--- config.mk ---
export PLATFORM = sky130hd
export DESIGN_NAME = demux5bit_stream
export DESIGN_NICKNAME = d
export VERILOG_FILES = /design/src/rtl/demux5_pkg.sv /design/src/rtl/demux5_skid_buf.sv /design/src/rtl/demux5bit_stream.sv
export SDC_FILE = /design/constraint.sdc
export NUM_CORES = 1
export LEC_CHECK = 0
export CORE_AREA = 2 2 71 73
export DETAILED_ROUTE_END_ITERATION = 10
export DIE_AREA = 0 0 73 75
export GPL_TIMING_DRIVEN = 1
export PLACE_DENSITY = 0.59
export SLEW_MARGIN = 20
export SYNTH_ARGS = -nofsm -noshare
export SYNTH_HDL_FRONTEND = slang
export SYNTH_HIERARCHICAL = 1
export SYNTH_SLANG_ARGS = --single-unit
--- constraint.sdc ---
create_clock -name clk -period 4 [get_ports clk]
set_input_delay 0.8 -clock clk [delete_from_list [all_inputs] [get_ports clk]]
set_output_delay 0.8 -clock clk [all_outputs]
set_load 0.01 [all_outputs]
--- src/rtl/demux5_pkg.sv ---
// Shared definitions for the 5-bit 1:2 stream demultiplexer.
// Optional feature macro: DEMUX5_CNT_EN (per-output delivery counters).
package demux5_pkg;

    localparam int unsigned BUF_DEPTH = 2;

    typedef enum logic [1:0] {
        EMPTY = 2'd0,
        ONE   = 2'd1,
        FULL  = 2'd2
    } buf_cnt_e;

    localparam logic SEL_A = 1'b0;
    localparam logic SEL_B = 1'b1;

endpackage

--- src/rtl/demux5_skid_buf.sv ---
// Two-entry skid FIFO feeding one demux output; optional pop counter.
// Optional feature macro: DEMUX5_CNT_EN.
module demux5_skid_buf
    import demux5_pkg::*;
#(
    parameter int unsigned WIDTH = 5
`ifdef DEMUX5_CNT_EN
    ,
    parameter int unsigned CNT_W = 16
`endif
) (
    input  logic             clk,
    input  logic             rst_n,
    input  logic             push_i,
    input  logic [WIDTH-1:0] data_i,
    input  logic             ready_i,
    output logic             full_o,
    output logic             valid_o,
    output logic [WIDTH-1:0] data_o
`ifdef DEMUX5_CNT_EN
    ,
    output logic [CNT_W-1:0] count_o
`endif
);

    buf_cnt_e         cnt_q;
    logic             wr_ptr_q;
    logic             rd_ptr_q;
    logic [WIDTH-1:0] mem_q [BUF_DEPTH];
    logic             push_ok;
    logic             pop;

    // Handshake qualifiers; a push into a full buffer is never taken
    assign push_ok = push_i & (cnt_q != FULL);
    assign pop     = valid_o & ready_i;
    assign valid_o = (cnt_q != EMPTY);
    assign full_o  = (cnt_q == FULL);
    assign data_o  = mem_q[rd_ptr_q];

    // Occupancy state machine, storage and pointers
    always_ff @(posedge clk or negedge rst_n) begin
        if (!rst_n) begin
            cnt_q    <= EMPTY;
            wr_ptr_q <= 1'b0;
            rd_ptr_q <= 1'b0;
            for (int i = 0; i < int'(BUF_DEPTH); i++) begin
                mem_q[i] <= '0;
            end
        end else begin
            if (push_ok) begin
                mem_q[wr_ptr_q] <= data_i;
                wr_ptr_q        <= ~wr_ptr_q;
            end
            if (pop) begin
                rd_ptr_q <= ~rd_ptr_q;
            end
            case (cnt_q)
                EMPTY: if (push_ok) cnt_q <= ONE;
                ONE: begin
                    if (push_ok && !pop)      cnt_q <= FULL;
                    else if (pop && !push_ok) cnt_q <= EMPTY;
                end
                FULL:    if (pop) cnt_q <= ONE;
                default: cnt_q <= EMPTY;
            endcase
        end
    end

`ifdef DEMUX5_CNT_EN
    logic [CNT_W-1:0] count_q;
    logic [CNT_W-1:0] count_d;

    assign count_d = count_q + CNT_W'(1);
    assign count_o = count_q;

    // Words delivered on this output, wrapping at 2^CNT_W
    always_ff @(posedge clk or negedge rst_n) begin
        if (!rst_n) begin
            count_q <= '0;
        end else if (pop) begin
            count_q <= count_d;
        end
    end
`endif

endmodule

--- src/rtl/demux5bit_stream.sv ---
// Registered 1:2 valid/ready demux steering each word to output A or B.
// Optional feature macro: DEMUX5_CNT_EN (adds a_count/b_count).
module demux5bit_stream
    import demux5_pkg::*;
#(
    parameter int unsigned WIDTH = 5
`ifdef DEMUX5_CNT_EN
    ,
    parameter int unsigned CNT_W = 16
`endif
) (
    input  logic             clk,
    input  logic             rst_n,
    input  logic [WIDTH-1:0] in_data,
    input  logic             in_sel,
    input  logic             in_valid,
    output logic             in_ready,
    output logic [WIDTH-1:0] a_data,
    output logic             a_valid,
    input  logic             a_ready,
    output logic [WIDTH-1:0] b_data,
    output logic             b_valid,
    input  logic             b_ready
`ifdef DEMUX5_CNT_EN
    ,
    output logic [CNT_W-1:0] a_count,
    output logic [CNT_W-1:0] b_count
`endif
);

    logic full_a;
    logic full_b;
    logic push_a;
    logic push_b;

    // Ready depends only on the selected buffer's registered occupancy
    assign in_ready = rst_n & ~((in_sel == SEL_B) ? full_b : full_a);
    assign push_a   = in_valid & in_ready & (in_sel == SEL_A);
    assign push_b   = in_valid & in_ready & (in_sel == SEL_B);

    demux5_skid_buf #(
        .WIDTH (WIDTH)
`ifdef DEMUX5_CNT_EN
        ,
        .CNT_W (CNT_W)
`endif
    ) u_buf_a (
        .clk     (clk),
        .rst_n   (rst_n),
        .push_i  (push_a),
        .data_i  (in_data),
        .ready_i (a_ready),
        .full_o  (full_a),
        .valid_o (a_valid),
        .data_o  (a_data)
`ifdef DEMUX5_CNT_EN
        ,
        .count_o (a_count)
`endif
    );

    demux5_skid_buf #(
        .WIDTH (WIDTH)
`ifdef DEMUX5_CNT_EN
        ,
        .CNT_W (CNT_W)
`endif
    ) u_buf_b (
        .clk     (clk),
        .rst_n   (rst_n),
        .push_i  (push_b),
        .data_i  (in_data),
        .ready_i (b_ready),
        .full_o  (full_b),
        .valid_o (b_valid),
        .data_o  (b_data)
`ifdef DEMUX5_CNT_EN
        ,
        .count_o (b_count)
`endif
    );

endmodule

Word-level counts from Yosys, hierarchy flattened --
Index checks and enable logic that the tools add are counted.
Storage, ports and cells: register bits after elaboration 28, bits in latches 0, RAM bits 0, ROM bits 0, input bits 11, output and inout bits 13, word-level logic and storage cells 85, memories 0
Cells by class: add/sub/neg operators 0, multiply operators 0, div/mod/pow operators 0, order comparisons 6, equal/unequal tests 12, shift operators 0, muxes and demuxes 23, bitwise operators 18, reductions and logical operators 16
Operators by type and width (count):
- two-way mux 5 bit | 8
- bitwise mux 10 bit | 2
- two-way mux 2 bit | 8
- case mux 2 bit (3 select lines) | 2
- demux 5 bit (select 1 bit) | 2
- bitwise AND 1 bit | 8
- greater-or-equal comparator 2 bit (second input constant) | 4
- inequality test 2 x 1 -> 1 bit (second input constant) | 4
- inverter 1 -> 2 bit | 4
- logical AND 1 bit | 6
- inequality test 3 x 1 -> 1 bit (second input constant) | 2
- inverter 1 bit | 6
- AND reduction 3 bit | 2
- equality test 2 x 1 -> 1 bit (second input constant) | 2
- equality test 2 bit (second input constant) | 2
- logical NOT 1 bit | 4
- logical NOT 2 bit | 2
- less-than comparator 2 x 1 -> 1 bit (second input constant) | 2
- inequality test 2 bit (second input constant) | 2
- nonzero test 2 bit | 2
- two-way mux 1 bit | 1

Logic depth before layout (Yosys ltp) --
Gate-level depths: netlist (run 1).
depth in word-level cells 12, depth in mapped cells 6, gate-level depth less buffers 6

By module --
The synthesis (run 1) kept the hierarchy.
By module, submodules not included:
- demux5_skid_buf | instances 2, cells each 46, area an instance 668.1 sq um, sequential area each 350.3 sq um
- demux5bit_stream | instances 1, cells each 5, area an instance 32.5 sq um, sequential area each 0.0 sq um

Worst setup path before layout (run 1) --
Ideal clock, no wire load.
path type input to register, start in rst_n, end reg u_buf_b/mem_q[5] (netlist bit), library setup time 0.125 ns, arrival time 2.026 ns, required time 3.875 ns, path slack 1.849 ns, stages on the path 4, path buffers 0, cell sequence nand2_1 > nor3b_1 > nor3b_4 > mux2_2
Between the ends: cells in the longest elaborated chain, start to end 4
Ends and longest elaborated chain:
- start, declared | line demux5bit_stream.sv:13 | input logic rst_n,
- bitwise AND 1 bit | line demux5bit_stream.sv:37 | assign in_ready = rst_n & ~((in_sel == SEL_B) ? full_b : full_a);
- bitwise AND 1 bit (2 in series) | line demux5bit_stream.sv:39 | assign push_b = in_valid & in_ready & (in_sel == SEL_B);
- via push_b | line demux5bit_stream.sv:34 | logic push_b;
- bitwise AND 1 bit | line demux5_skid_buf.sv:34 | assign push_ok = push_i & (cnt_q != FULL);
- end signal, assigned by index | line demux5_skid_buf.sv:51 | mem_q[wr_ptr_q] <= data_i;
- end, declared | line demux5_skid_buf.sv:29 | logic [WIDTH-1:0] mem_q [BUF_DEPTH];
The timed path passes the listed nets, and every way through them passes these cells. A chain may end at the register's enable or synchronous reset.

Final worst setup path (run 1) --
start in in_sel, end out in_ready
Between the ends: cells in the longest elaborated chain, start to end 3
Ends and longest elaborated chain:
- start, declared | line demux5bit_stream.sv:15 | input logic in_sel,
- two-way mux 1 bit | line demux5bit_stream.sv:37
- inverter 1 bit | line demux5bit_stream.sv:37
- bitwise AND 1 bit | line demux5bit_stream.sv:37
- end, declared | line demux5bit_stream.sv:17 | output logic in_ready,
No other way between the ends.

==> impl_metrics.yaml, run 1 <==
detailed_routing:
  ant_nets: 0
  drt_pass1_iterations: 2
  drc: 0
  wl_per_cell_um: 14.22
  routed_wl_mm: 2.489
  avgViaCountPerCell: 4.657
  drt_iter0_markers: 65
  vias: 815
worst_setup_path:
  slowest_delay_ns: 0.54
  cpMaxStageDelayCell: "clkdlybuf4s50_1"
  setup.worst_path.start: "in_sel"
  cp-end-kind: "primary output"
  worstSetupStartpointType: "input pin"
  worstPathArrival_ns: 2.20
  endpoint: "in_ready"
  cp_common_cell: "clkdlybuf4s50_1"
  r2r_setup_slack_ns: 1.87
  crit_chain: "clkdlybuf4s50_1, mux2i_1, and2_1, clkdlybuf4s50_1"
  timing.rr.end: "u_buf_a/mem_q[0]"
  r2r-start: "u_buf_a/cnt_q[0]"
  worstSetupPathType: "in -> out"
  required_ns: 3.20
  ff2ff_path_depth: 5
  cp_max_fo: 3
clocking:
  cts_root_buf: "clkbuf_8"
  holdBufCountCts: 0
  clock_path_buffers: 2
  cts_tree: "done"
  clk_latency_ns: 0.28
  cts_buffers: 3
  cts_sinks: 28
  h-tree-depth: 1
  clk_pin_slew_ns: 0.10
  cts_resized: 0
  postCtsSetupRepairBufs: 0
timing:
  fmaxAchievable_mhz: 333.3
  max-slew-margin-rel: 0.5573
  tightest_slew_ns: 0.6590
  setup_viol: 0
  grt_setup_unrepaired: "false"
  finalHoldViolCount: 0
  holdWs_ns: 0.5119
  fin_crit_sh: 0.7501
  fin_crit_ns: 3.000
  layout_setup_ws_ns: 0.9997
  fin_setup_tns_ns: 0
  skew_ns: 0.01191
  report.final.slew_viol_count: 0
yosys:
  ys_ff_latch: 28
  ys_top_cells_by_area: "dfrtp_1 (51%), mux2_2 (16%), mux2_4 (11%), nor3b_4 (2.7%), xnor2_1 (2.6%)"
  yosys_warnings: 6
  yosysUniqueCellTypes: 19
  synth_top_area_cell: "dfrtp_1"
  avgSynthCellArea_um2: 14.11
  syn_area_um2: 1369
  ys_seq_area_frac: 0.5119
  syn_inst: 97
  synth_top_area_frac: 0.5119
  syn_nets: 108
power:
  power_density_nw_per_um2: 712.6
  p_leak_nw: 0.7129
  peakVddDrop_mv: 0.2290
finish:
  utilization: 0.3681
  drive_above_1_share: 0.3554
  diodes: 0
  fill_cells: 447
  nNetsFinal: 133
  flow.area_growth_from_synthesis_pct: 25.32
die:
  core_area_um2: 4661
  die_height_um: 75
  die_w_um: 73
  row_count: 25
  io_pins: 24
  initial_core_util: 0.2937
  die_area_um2: 5475
global_route:
  overflow: 0
  track_usage: 0.1013
  grt_max_degree: 29
  antenna_found_initial: 0
  grt_pass1_vias: 822
  grt_pass1_wl_mm: 4.195
place:
  place_ws_ns: 0.9963
  port_buffers: 23
  gp_congestion: 0.7315
  dp_hpwl_mm: 1.837
min_path:
  hp-class: "reg -> reg"
flow_run:
  maxCapViolCount: 0
status:
  outcome: "finished, final reports clean"
## cell families after synthesis
logic type,after synthesis,synth area share
compound gates,6,0.02377
flops,28,0.5119
mux,33,0.2962
simple gates,20,0.1152
xor+xnor,4,0.02559
buf+inv,6,0.02743
## routing by layer
metal  wire, um  track usage  vias up
met5          0            0        -
met4         48      0.04938        0
met3        101      0.02008        5
met2       1063       0.1502       20
met1       1276       0.1414      403
li1           -            -      387
## flip-flops by register name, summed over array words and instances (netlist names)
| signal | cells |
|---|---|
| u_buf_a/wr_ptr_q | 1 |
| u_buf_b/mem_q | 10 |
| u_buf_b/wr_ptr_q | 1 |
| u_buf_a/rd_ptr_q | 1 |
| u_buf_a/cnt_q | 2 |
| u_buf_b/cnt_q | 2 |
| u_buf_a/mem_q | 10 |
| u_buf_b/rd_ptr_q | 1 |
## final cells by class
| class | instances | area [um2] | area share |
|---|---|---|---|
| clock buffer | 3 | 41.29 | 0.02407 |
| clock inverter | 1 | 30.03 | 0.01751 |
| inverter | 2 | 7.507 | 0.004376 |
| multi-input combinational | 63 | 630.6 | 0.3676 |
| sequential | 28 | 700.7 | 0.4085 |
| tap | 54 | 67.56 | 0.03939 |
| timing repair buffer | 24 | 237.7 | 0.1386 |
## through the flow
step	instances	instance area, um2	total power [mW]
2_1_floorplan	97	1369	0.7903
3_3_place_gp	171	1644	0.9967
3_5_place_dp	171	1644	1.007
4_1_cts	175	1715	1.234
5_1_grt	175	1715	1.293
6_report	175	1715	1.222
## synth_stat cells
cell type / count
mux2_4: 10
nor3b_1: 3
and3_1: 2
buf_6: 2
nand2b_4: 2
o22ai_1: 2
and2_1: 1
nor3_1: 1
nand2_1: 5
clkbuf_1: 2
or2_2: 2
mux2i_1: 3
a21oi_1: 4
nor3b_4: 2
nand3b_1: 2
inv_2: 2
mux2_2: 20
xnor2_1: 4
dfrtp_1: 28
## worst min-delay path by stage
| stage | startpoint | to | slack (ns) | depth (start not counted) |
|---|---|---|---|---|
| after floorplan | u_buf_a/cnt_q[0] | u_buf_a/cnt_q[0] | 0.47 | 1 |
| after global placement | u_buf_a/mem_q[9] | u_buf_a/mem_q[9] | 0.49 | 1 |
| after detailed placement | u_buf_b/mem_q[8] | u_buf_b/mem_q[8] | 0.49 | 1 |
| after CTS | u_buf_b/mem_q[8] | u_buf_b/mem_q[8] | 0.52 | 1 |
| after global routing | u_buf_b/mem_q[8] | u_buf_b/mem_q[8] | 0.53 | 1 |
| final | u_buf_b/mem_q[8] | u_buf_b/mem_q[8] | 0.51 | 1 |
## layout by cell type, fill, tap and decap left out
master           netlist  final
clkbuf_8               0      3
and2_1                 1      1
inv_2                  2      2
nand2_1                5      5
o22ai_1                2      2
buf_4                  0      1
xnor2_1                4      4
bufinv_16              0      1
nand3b_1               2      2
mux2_2                20     20
nor3b_4                2      2
mux2_4                10     10
mux2i_1                3      3
or2_2                  2      2
nor3b_1                3      3
dfrtp_1               28     28
clkdlybuf4s50_1        0     23
nor3_1                 1      1
nand2b_4               2      2
a21oi_1                4      4
and3_1                 2      2
## worst max-delay path: cells and delay by family
| family | cells | cell delay, ns |
|---|---|---|
| simple gates | 1 | 0.16 |
| mux | 1 | 0.18 |
| buf+inv | 2 | 1.06 |
## where the power goes
group	internal, mW	leakage (nW)	switching [mW]	total, mW
combinational	0.347	0.336	0.149	0.496
clock	0.134	0.0357	0.0891	0.223
sequential	0.408	0.341	0.0957	0.504
(Power assumes the default switching activity.)
==> run 2, diff against run 1 <==
==> constraint.sdc (replaced) <==
create_clock -name clk -period 3 [get_ports clk]
set_input_delay 0.6 -clock clk [delete_from_list [all_inputs] [get_ports clk]]
set_output_delay 0.6 -clock clk [all_outputs]
set_load 0.01 [all_outputs]
==> run 2 against run 1 <==
  * Clock power up 32%
  * Sequential power up 32%
  * Critical endpoint unchanged
  * Clock skew down 0.0095 ns
  * Final cell count up 1.1%
  * Largest cell class unchanged
  * Global-route usage up 0.43 points
==> impl_metrics.yaml, run 2 (same netlist as run 1, synthesis figures left out) <==
worst_setup_path:
  worstSetupPathType: "in -> out"
  cp_max_fo: 3
  required_ns: 2.40
  worstPathArrival_ns: 1.96
  setup.worst_path.start: "in_sel"
  worstSetupStartpointType: "input pin"
  endpoint: "in_ready"
  ff2ff_path_depth: 6
  r2r-start: "u_buf_b/cnt_q[1]"
  cp-end-kind: "primary output"
  r2r_setup_slack_ns: 1.15
  timing.rr.end: "u_buf_b/mem_q[0]"
detailed_routing:
  wl_per_cell_um: 14.25
  ant_nets: 0
  drc: 0
  drt_iter0_markers: 31
  avgViaCountPerCell: 4.616
  vias: 817
  drt_pass1_iterations: 4
  routed_wl_mm: 2.522
clocking:
  cts_sinks: 28
  postCtsSetupRepairBufs: 0
  cts_tree: "done"
  holdBufCountCts: 0
  cts_root_buf: "clkbuf_8"
  clock_path_buffers: 2
  cts_resized: 0
  cts_buffers: 3
  h-tree-depth: 1
  clk_pin_slew_ns: 0.09
  clk_latency_ns: 0.28
finish:
  multi_input_area_um2: 630.6
  mostFrequentLayoutCells: "dfrtp_1 (28), clkdlybuf4s50_1 (23), mux2_2 (20), mux2_4 (10), nand2_1 (5)"
  largest_registers: "u_buf_a/mem_q (10), u_buf_b/mem_q (10)"
  final_common_cell: "dfrtp_1"
  flow.area_growth_from_synthesis_pct: 26.42
  final_cells: 177
  utilization: 0.3713
  diodes: 0
  nNetsFinal: 135
  ff_latch_area_um2: 700.7
  drive_above_1_share: 0.3659
  fill_cells: 442
  fin_area_um2: 1730
timing:
  report.final.slew_viol_count: 0
  fin_crit_sh: 0.8526
  fin_setup_tns_ns: 0
  max-slew-margin-rel: 0.7383
  grt_setup_unrepaired: "false"
  layout_setup_ws_ns: 0.4423
  fin_crit_ns: 2.558
  fmaxAchievable_mhz: 391.0
  setup_viol: 0
  tightest_slew_ns: 0.3925
  finalHoldViolCount: 0
  holdWs_ns: 0.5113
  skew_ns: 0.002399
die:
  row_count: 25
  io_pins: 24
  core_area_um2: 4661
  die_area_um2: 5475
  initial_core_util: 0.2937
  die_w_um: 73
  die_height_um: 75
place:
  gp_congestion: 0.6827
  place_ws_ns: 0.4491
  place_area_um2: 1659
  dp.cells: 173
  port_buffers: 23
  dp_hpwl_mm: 1.873
global_route:
  grt_max_degree: 29
  grt_pass1_vias: 853
  track_usage: 0.1056
  overflow: 0
  antenna_found_initial: 0
  grt_pass1_wl_mm: 4.340
power:
  internal_power_mw: 1.187
  finalPower_mw: 1.631
  clockPowerShare: 0.180
  p_leak_nw: 0.7235
  pwr-share-comb: 0.411
  power_density_nw_per_um2: 942.4
  peakVddDrop_mv: 0.2537
  seq_power_share: 0.409
  switching_share: 0.2723
  power.switching_mw: 0.4440
flow_run:
  maxCapViolCount: 0
status:
  outcome: "finished, final reports clean"
min_path:
  hp-class: "reg -> reg"
==> run 2: cell type report <==
class,count,share of cell area
clock buffers,3,0.02386
clock inverters,1,0.01735
inverters,2,0.004338
multi-input cells,63,0.3644
flip-flops and latches,28,0.4049
well taps,54,0.03905
repair buffers,26,0.1461
==> run 2: power groups by stage <==
stage | clock network [mW] | registers (mW) | logic, mW
floorplan | 0 | 0.618 | 0.435
global placement | 0 | 0.666 | 0.661
detailed placement | 0 | 0.676 | 0.672
CTS | 0.302 | 0.669 | 0.678
global route | 0.321 | 0.693 | 0.717
finish | 0.294 | 0.666 | 0.670
==> run 2: layer usage <==
layer | vias up | share of wire | track usage
met4 | 0 | 0.015 | 0.04321
li1 | 391 | - | -
met5 | - | 0 | 0
met3 | 5 | 0.040 | 0.02276
met1 | 399 | 0.48 | 0.1391
met2 | 22 | 0.47 | 0.1692
==> run 2: critical path, cell delays in order <==
cell and delay (ns):
clkdlybuf4s50_1 0.51, mux2i_1 0.18, and2_1 0.14, clkdlybuf4s50_1 0.53
==> run 2: worst min path at each step <==
stage / slack [ns] / to / from / depth (start not counted)
2_1_floorplan: 0.30 / u_buf_a/cnt_q[0] / rst_n / 0
3_3_place_gp: 0.49 / u_buf_a/mem_q[9] / u_buf_a/mem_q[9] / 1
3_5_place_dp: 0.49 / u_buf_b/mem_q[4] / u_buf_b/mem_q[4] / 1
4_1_cts: 0.52 / u_buf_a/mem_q[7] / u_buf_a/mem_q[7] / 1
5_1_grt: 0.53 / u_buf_a/mem_q[9] / u_buf_a/mem_q[9] / 1
6_report: 0.51 / u_buf_b/mem_q[5] / u_buf_b/mem_q[5] / 1
==> run 3, diff against run 2 <==
--- a/config.mk
+++ b/config.mk
@@ -8,6 +8,7 @@
 export CORE_AREA = 2 2 71 73
 export DETAILED_ROUTE_END_ITERATION = 10
 export DIE_AREA = 0 0 73 75
+export GPL_ROUTABILITY_DRIVEN = 0
 export GPL_TIMING_DRIVEN = 1
 export PLACE_DENSITY = 0.59
 export SLEW_MARGIN = 20
==> results of run 3 <==
No change in the layout: final DEF, timing and power equal those of run 2.
